### src/rtl/spi_shift_unit.sv
// -----------------------------------------------------------------------------
// spi_shift_unit
//   Serial shift stage that sits behind the SPI serial-clock generator. The
//   generator emits one-cycle strobes one wb_clk_in cycle ahead of each sclk
//   transition. Each strobe can shift one bit of the latched transmit word
//   onto s_out, or sample s_in into the parallel receive word.
//
// Ports
//   wb_clk_in  system clock; all state updates on the rising edge
//   wb_rst_n   asynchronous active-low reset
//   go         start request, only honoured while idle
//   len        bits per transfer (0 encodes MAX_LEN), latched at start
//   lsb        1 = LSB first, 0 = MSB first, latched at start
//   tx_neg     1 = shift out on neg_edge, 0 = on pos_edge, latched at start
//   rx_neg     1 = sample on neg_edge, 0 = on pos_edge, latched at start
//   pos_edge   generator strobe: the next cycle raises sclk
//   neg_edge   generator strobe: the next cycle lowers sclk
//   p_in       transmit word, latched at start
//   s_in       serial receive data
//   s_out      serial transmit data
//   p_out      parallel receive word
//   tip        transfer in progress
//   last       final receive bit is pending
//   done       one-cycle completion pulse
// -----------------------------------------------------------------------------
module spi_shift_unit #(
  parameter  int MAX_LEN = 32,
  localparam int LEN_W   = $clog2(MAX_LEN)
) (
  input  logic               wb_clk_in,
  input  logic               wb_rst_n,
  input  logic               go,
  input  logic [LEN_W-1:0]   len,
  input  logic               lsb,
  input  logic               tx_neg,
  input  logic               rx_neg,
  input  logic               pos_edge,
  input  logic               neg_edge,
  input  logic [MAX_LEN-1:0] p_in,
  input  logic               s_in,
  output logic               s_out,
  output logic [MAX_LEN-1:0] p_out,
  output logic               tip,
  output logic               last,
  output logic               done
);

  // Counters need one extra bit so that they can hold MAX_LEN itself.
  localparam int CNT_W = LEN_W + 1;
  localparam logic [CNT_W-1:0] CNT_ZERO = CNT_W'(0);
  localparam logic [CNT_W-1:0] CNT_ONE  = CNT_W'(1);
  localparam logic [CNT_W-1:0] CNT_MAX  = CNT_W'(MAX_LEN);

  typedef enum logic {
    ST_IDLE   = 1'b0,
    ST_ACTIVE = 1'b1
  } state_t;

  state_t               state_q,  state_d;
  logic [CNT_W-1:0]     tx_cnt_q, tx_cnt_d;
  logic [CNT_W-1:0]     rx_cnt_q, rx_cnt_d;
  logic [CNT_W-1:0]     n_q,      n_d;
  logic [MAX_LEN-1:0]   txd_q,    txd_d;
  logic                 lsb_q,    lsb_d;
  logic                 tx_neg_q, tx_neg_d;
  logic                 rx_neg_q, rx_neg_d;
  logic                 s_out_q,  s_out_d;
  logic [MAX_LEN-1:0]   p_out_q,  p_out_d;
  logic                 tip_q,    tip_d;
  logic                 done_q,   done_d;

  logic                 tx_edge_s;
  logic                 rx_edge_s;
  logic [LEN_W-1:0]     tx_idx_s;
  logic [LEN_W-1:0]     rx_idx_s;

  // Each direction follows its own latched strobe selection, so both may
  // fire in the same cycle.
  assign tx_edge_s = tx_neg_q ? neg_edge : pos_edge;
  assign rx_edge_s = rx_neg_q ? neg_edge : pos_edge;

  // Counters run N..1; LSB-first walks upward from bit 0, MSB-first walks
  // down from bit N-1. Both results always fit in LEN_W bits.
  assign tx_idx_s = lsb_q ? LEN_W'(n_q - tx_cnt_q) : LEN_W'(tx_cnt_q - CNT_ONE);
  assign rx_idx_s = lsb_q ? LEN_W'(n_q - rx_cnt_q) : LEN_W'(rx_cnt_q - CNT_ONE);

  // Next-state logic for the transfer FSM, the shift counters and the data path.
  always_comb begin
    state_d  = state_q;
    tx_cnt_d = tx_cnt_q;
    rx_cnt_d = rx_cnt_q;
    n_d      = n_q;
    txd_d    = txd_q;
    lsb_d    = lsb_q;
    tx_neg_d = tx_neg_q;
    rx_neg_d = rx_neg_q;
    s_out_d  = s_out_q;
    p_out_d  = p_out_q;
    tip_d    = tip_q;
    done_d   = 1'b0;

    case (state_q)
      ST_IDLE: begin
        // Strobes are ignored in the start cycle: the counters are loaded here.
        if (go) begin
          state_d  = ST_ACTIVE;
          txd_d    = p_in;
          lsb_d    = lsb;
          tx_neg_d = tx_neg;
          rx_neg_d = rx_neg;
          n_d      = (len == LEN_W'(0)) ? CNT_MAX : CNT_W'(len);
          tx_cnt_d = (len == LEN_W'(0)) ? CNT_MAX : CNT_W'(len);
          rx_cnt_d = (len == LEN_W'(0)) ? CNT_MAX : CNT_W'(len);
          p_out_d  = '0;
          tip_d    = 1'b1;
        end else begin
          state_d  = ST_IDLE;
        end
      end

      ST_ACTIVE: begin
        if (tx_edge_s && (tx_cnt_q != CNT_ZERO)) begin
          s_out_d  = txd_q[tx_idx_s];
          tx_cnt_d = tx_cnt_q - CNT_ONE;
        end else begin
          tx_cnt_d = tx_cnt_q;
        end

        // The receive counter reaching zero ends the transfer; done follows
        // in the next cycle together with the return to idle.
        if (rx_edge_s && (rx_cnt_q != CNT_ZERO)) begin
          p_out_d[rx_idx_s] = s_in;
          rx_cnt_d          = rx_cnt_q - CNT_ONE;
          if (rx_cnt_q == CNT_ONE) begin
            state_d = ST_IDLE;
            tip_d   = 1'b0;
            done_d  = 1'b1;
          end else begin
            state_d = ST_ACTIVE;
          end
        end else begin
          rx_cnt_d = rx_cnt_q;
        end
      end

      default: begin
        state_d = ST_IDLE;
        tip_d   = 1'b0;
      end
    endcase
  end

  // State, configuration and output registers with asynchronous reset.
  always_ff @(posedge wb_clk_in or negedge wb_rst_n) begin
    if (!wb_rst_n) begin
      state_q  <= ST_IDLE;
      tx_cnt_q <= CNT_ZERO;
      rx_cnt_q <= CNT_ZERO;
      n_q      <= CNT_ZERO;
      txd_q    <= '0;
      lsb_q    <= 1'b0;
      tx_neg_q <= 1'b0;
      rx_neg_q <= 1'b0;
      s_out_q  <= 1'b0;
      p_out_q  <= '0;
      tip_q    <= 1'b0;
      done_q   <= 1'b0;
    end else begin
      state_q  <= state_d;
      tx_cnt_q <= tx_cnt_d;
      rx_cnt_q <= rx_cnt_d;
      n_q      <= n_d;
      txd_q    <= txd_d;
      lsb_q    <= lsb_d;
      tx_neg_q <= tx_neg_d;
      rx_neg_q <= rx_neg_d;
      s_out_q  <= s_out_d;
      p_out_q  <= p_out_d;
      tip_q    <= tip_d;
      done_q   <= done_d;
    end
  end

  assign s_out = s_out_q;
  assign p_out = p_out_q;
  assign tip   = tip_q;
  assign done  = done_q;
  // Decoded from registered state so control logic sees it a cycle early.
  assign last  = tip_q & (rx_cnt_q == CNT_ONE);

endmodule

### config.mk
export PLATFORM = sky130hd
export DESIGN_NAME = spi_shift_unit
export DESIGN_NICKNAME = d
export VERILOG_FILES = /design/src/rtl/spi_shift_unit.sv
export SDC_FILE = /design/constraint.sdc
export NUM_CORES = 1
export LEC_CHECK = 0
export BUFFER_PORTS_ARGS = -buffer_cell sky130_fd_sc_hd__buf_4
export CORE_MARGIN = 8
export CORE_UTILIZATION = 50
export DETAILED_ROUTE_END_ITERATION = 7
export PLACE_DENSITY = 0.74
export SYNTH_ARGS = -nofsm -noshare
export SYNTH_HDL_FRONTEND = slang
export SYNTH_SLANG_ARGS = --single-unit
### constraint.sdc
create_clock -name wb_clk_in -period 3.1 [get_ports wb_clk_in]
set_input_delay 0.465 -clock wb_clk_in [delete_from_list [all_inputs] [get_ports wb_clk_in]]
set_output_delay 0.465 -clock wb_clk_in [all_outputs]
set_load 0.05 [all_outputs]
Word-level counts from Yosys, hierarchy flattened
Cells that the tools add are included.

operators by class
  multipliers = 0
  add/sub/neg operators = 4
  div/mod/pow operators = 0
  magnitude comparators = 3
  multiplexer cells = 29
  equality and inequality tests = 5
  shifts and indexed selects = 0
  reductions and logical operators = 11
  bitwise logic cells = 2

operators by type and width
  cell                                                                          number
  32-bit two-way mux                                                            2
  32-bit one-hot mux with 2 select lines                                        1
  32-bit bitwise mux                                                            1
  6-bit two-way mux                                                             4
  6-bit one-hot mux with 2 select lines                                         2
  1-bit two-way mux                                                             13
  5-bit by 6-bit less-than comparator with 1-bit output, second input constant  2
  6-bit nonzero test                                                            2
  6-bit by 1-bit subtractor with 6-bit output, second input constant            2
  5-bit two-way mux                                                             2
  5-bit subtractor                                                              2
  2-bit AND reduction                                                           4
  6-bit by 1-bit == test with 1-bit output, second input constant               1
  2-bit by 1-bit != test with 1-bit output, second input constant               3
  1-bit binary-select mux with 5-bit select                                     1
  1-bit demux with 5-bit select                                                 1
  5-bit by 1-bit >= comparator with 1-bit output, second input constant         1
  5-bit logical NOT                                                             1
  1-bit one-hot mux with 2 select lines                                         2
  1-bit logical AND                                                             3
  3-bit AND reduction                                                           1
  2-bit != test, second input constant                                          1
  1-bit bitwise AND                                                             1
  1-bit inverter                                                                1

storage, ports and cells
  RAM bits = 0
  memories = 0
  word-level logic and storage cells = 66
  bits in latches = 0
  bits in read-only memories = 0
  input port bits = 46
  bits in registers = 88

Depth between registers and ports, before layout
  word-level depth = 9
  gate-level depth with buffers = 11

Least setup slack after synthesis
Ideal clock, no wire load.

  path type = register -> register
  start point = register tx_cnt_q[0]
  end point = register s_out_q, in the netlist s_out
  clock period less this slack = 2.789 ns
  setup slack = 0.311 ns
  arrival = 2.662 ns
  required time = 2.973 ns
  setup time = 0.127 ns
  stages on the path, launching flop included = 9
  cells stage by stage = dfrtp_1 > ha_1 > fa_1 > mux2i_4 > mux4_1 > mux2_2 > nand2_1 > o21ai_1 > a311o_1

between the ends
  cells in the longest elaborated chain, start to end = 4
  elaborated cells between the ends (all ways) = 8

RTL lines
  item                                                                             RTL line  source
  start, declared                                                                  60        logic [CNT_W-1:0] tx_cnt_q, tx_cnt_d;
  start signal, assigned                                                           170       tx_cnt_q <= tx_cnt_d;
  6-bit by 1-bit subtractor with 6-bit output or 5-bit subtractor (tied branches)  n/a
  5-bit two-way mux                                                                84        assign tx_idx_s = lsb_q ? LEN_W'(n_q - tx_cnt_q) : LEN_W'(tx_cnt_q - CNT_ONE);
  1-bit binary-select mux with 5-bit select                                        123       s_out_d = txd_q[tx_idx_s];
  1-bit two-way mux (not written as such)                                          123
  end signal, assigned                                                             177       s_out_q <= s_out_d;
  end, declared                                                                    67        logic s_out_q, s_out_d;

Parallel ways exist; a longest one is shown, timed or not. The select of a mux whose other input is x is not followed.
A chain may end at the register's enable or synchronous reset.

Final worst setup path
Ends and elaborated chain as after synthesis.

==> impl_metrics.ini <==
[run_status]
status = completed

[setup_path]
arrival_ps = 3180
path_class = reg -> reg
critPathMaxFanout = 5
required_ps = 3350
reg2reg_from = tx_cnt_q[0]
endpoint_kind = register
start_kind = register
crit_start = tx_cnt_q[0]
r2r-end = s_out
endpoint = s_out
rr_worst_depth = 8
r2r_slack_ps = 170

[drt]
vias = 4123
drcViolationCount = 0
wire_per_inst_um = 16.4
drt-initial-drc-count = 328
ant_nets = 0
via_per_inst = 5.53
routed_wl_um = 12200
dr.pass1.iters = 7

[power]
ir_worst_vdd_uv = 638
powerDensity_nw_per_um2 = 1230
seqPwrFrac_pct = 28.4
switching_share_pct = 47.6
pwr-share-clk_pct = 11.1
p_comb_share_pct = 60.5
cellLeakagePower_nw = 2.91
p_int_w = 0.00379
switchingPower_w = 0.00345

[floorplanning]
rows = 36
die_h_um = 115
core_area_um2 = 9640
die_area_um2 = 13200
start_util_pct = 50.8
dieWidth_um = 115
ios = 82

[clock_tree]
clk_latency_ps = 360
cts_tree = done
cts-root-buf = clkbuf_8
cts_buffer_depth = 2
path_clk_slew_ps = 90
htreeDepth = 3
cts_num_sinks = 88
numCtsBuffers = 9

[synthesis]
synth_area_leaders = dfrtp_1, nand2_1, mux2i_1
syn_nets = 591
synth_flop_cell = dfrtp_1
ys_seq_area_share_pct = 45.0
yosys-top-cells-count = nand2_1, dfrtp_1, mux2i_1
synthArstFlopShare_pct = 100
yosys.area.top_type = dfrtp_1
yosys_warnings = 0
avgSynthCellArea_um2 = 9.24
synthCells = 530
synth.most_common_cell = nand2_1
synth_cell_types = 55
synth-edff-count = 0
synth_top_area_share_pct = 45.0
ys_seq_elements = 88
syn-cell-area_um2 = 4890

[final_layout]
drive_above_1_share_pct = 20.2
multiInputGateArea_um2 = 2500
nets = 669
regArea_um2 = 2200
area_delta_synth_final_pct = 20.1
n_fill_cell = 862
n_antenna_cell = 0

[timing]
timing.fmax_mhz = 341
timing.final.crit_period_ps = 2930
tightestPinTransition_ps = 1120
skew_ps = 8.28
tns_ps = 0
slew_headroom_pct = 25.4
finalSetupViolCount = 0
final-hold-violation-count = 0
rsz0062_at_grt = no
maxSlewViolCount = 0
worst_slack_ps = 168
fin_crit_sh_pct = 94.6

[global_route]
grt_pass1_wl_um = 20700
grtUsageTotal_pct = 19.4
grt_pass1_vias = 4253
grt-ovfl-total = 0
antenna_found_initial = 0
grt_max_degree = 89

[place]
place.gp.congestion = 0.844
dp_slack_ps = 122
dp_hpwl_um = 8910
io_buffers = 81

[job]
drv_cap = 0

[hold_path]
hold_path_class = in -> reg
-- critical path, stage by stage, from the launching register on --
cell and delay [ps]:
dfrtp_1 450, ha_1 250, fa_1 490, mux2i_4 270, mux4_1 610, nor2b_1 150
a211oi_1 200, a2111oi_0 100, a311o_1 300
-- metrics by stage --
stage	total power, W	hold slack (ps)	utilization (%)	cell area, um2	instances
6_report	0.00724	284	61.0	5880	746
5_1_grt	0.00778	271	61.0	5880	746
4_1_cts	0.00722	270	60.9	5870	745
3_5_place_dp	0.00639	463	58.9	5670	729
3_3_place_gp	0.00623	457	58.9	5670	729
2_1_floorplan	0.00520	169	-	4890	530
-- timing repair --
item,CTS,global route
setup endpoints to repair,0,1
hold endpoints to repair,0,0
hold buffers,0,0
setup buffers,0,1
resized for setup,0,0
-- registers in the layout, indices dropped and copies added (netlist names), 5 cells and up --
| name | cells |
|---|---|
| tx_cnt_q | 6 |
| rx_cnt_q | 6 |
| n_q | 5 |
| txd_q | 32 |
| p_out | 32 |
-- cells by family (layout without fill, tap and decap cells) --
| logic type | count (synthesis) | in the layout | synth area share (%) |
|---|---|---|---|
| AO/OA/AOI/OAI | 74 | 74 | 10.5 |
| buffers and inverters | 49 | 132 | 4.14 |
| flip-flops | 88 | 88 | 45.0 |
| adder cells (fa/ha/maj) | 15 | 15 | 4.14 |
| multiplexers | 48 | 48 | 13.0 |
| AND/OR/NAND/NOR | 245 | 245 | 21.3 |
| XOR/XNOR | 11 | 11 | 1.97 |
-- cell type report --
class | count | area share, %
clock inverters | 6 | 1.17
inverters | 19 | 1.21
well taps | 133 | 2.83
flip-flops and latches | 88 | 37.5
clock buffers | 10 | 2.17
repair buffers | 97 | 12.6
multi-input cells | 393 | 42.5
-- layout by cell type (no fill, tap or decap), types with 3 or more instances in the layout --
| cell type | Yosys | layout |
|---|---|---|
| nand2_1 | 171 | 170 |
| buf_4 | 0 | 96 |
| dfrtp_1 | 88 | 88 |
| mux2i_1 | 35 | 35 |
| nor2_1 | 23 | 23 |
| nor4_1 | 19 | 19 |
| inv_1 | 18 | 18 |
| o211ai_1 | 17 | 17 |
| o21ai_0 | 15 | 15 |
| ha_1 | 13 | 13 |
| a21oi_1 | 10 | 10 |
| clkbuf_8 | 0 | 9 |
| xnor2_1 | 8 | 8 |
| nor3_1 | 7 | 7 |
| mux4_1 | 6 | 6 |
| and3_1 | 5 | 5 |
| a211oi_1 | 6 | 5 |
| nor2b_1 | 5 | 4 |
| and2_1 | 4 | 4 |
| nand3_1 | 3 | 3 |
| xor2_1 | 3 | 3 |
| o21a_1 | 3 | 3 |
-- worst min-delay path by stage --
| stage | from | endpoint | slack [ps] | depth (start not counted) |
|---|---|---|---|---|
| after floorplan | wb_rst_n | done | 170 | 0 |
| after global placement | txd_q[23] | txd_q[23] | 460 | 2 |
| after detailed placement | txd_q[14] | txd_q[14] | 460 | 2 |
| after CTS | p_in[16] | txd_q[16] | 270 | 3 |
| after global routing | p_in[27] | txd_q[27] | 270 | 3 |
| final | p_in[16] | txd_q[16] | 280 | 3 |
-- routing by layer --
layer | global-route usage [%] | vias to the layer above | routed length [um]
met5 | 0 | - | 0
met2 | 29.3 | 148 | 5600
met4 | 7.71 | 0 | 231
li1 | - | 1989 | -
met3 | 4.94 | 22 | 819
met1 | 26.1 | 1964 | 5560
-- power by group through the flow --
stage	combinational (W)	clock, W	sequential (W)
after floorplan	0.00266	0	0.00254
after global placement	0.00418	0	0.00204
after detailed placement	0.00432	0	0.00207
after CTS	0.00434	0.000824	0.00205
after global routing	0.00480	0.000872	0.00211
final	0.00438	0.000804	0.00205
Note: power is estimated with default switching activity, not from simulation.
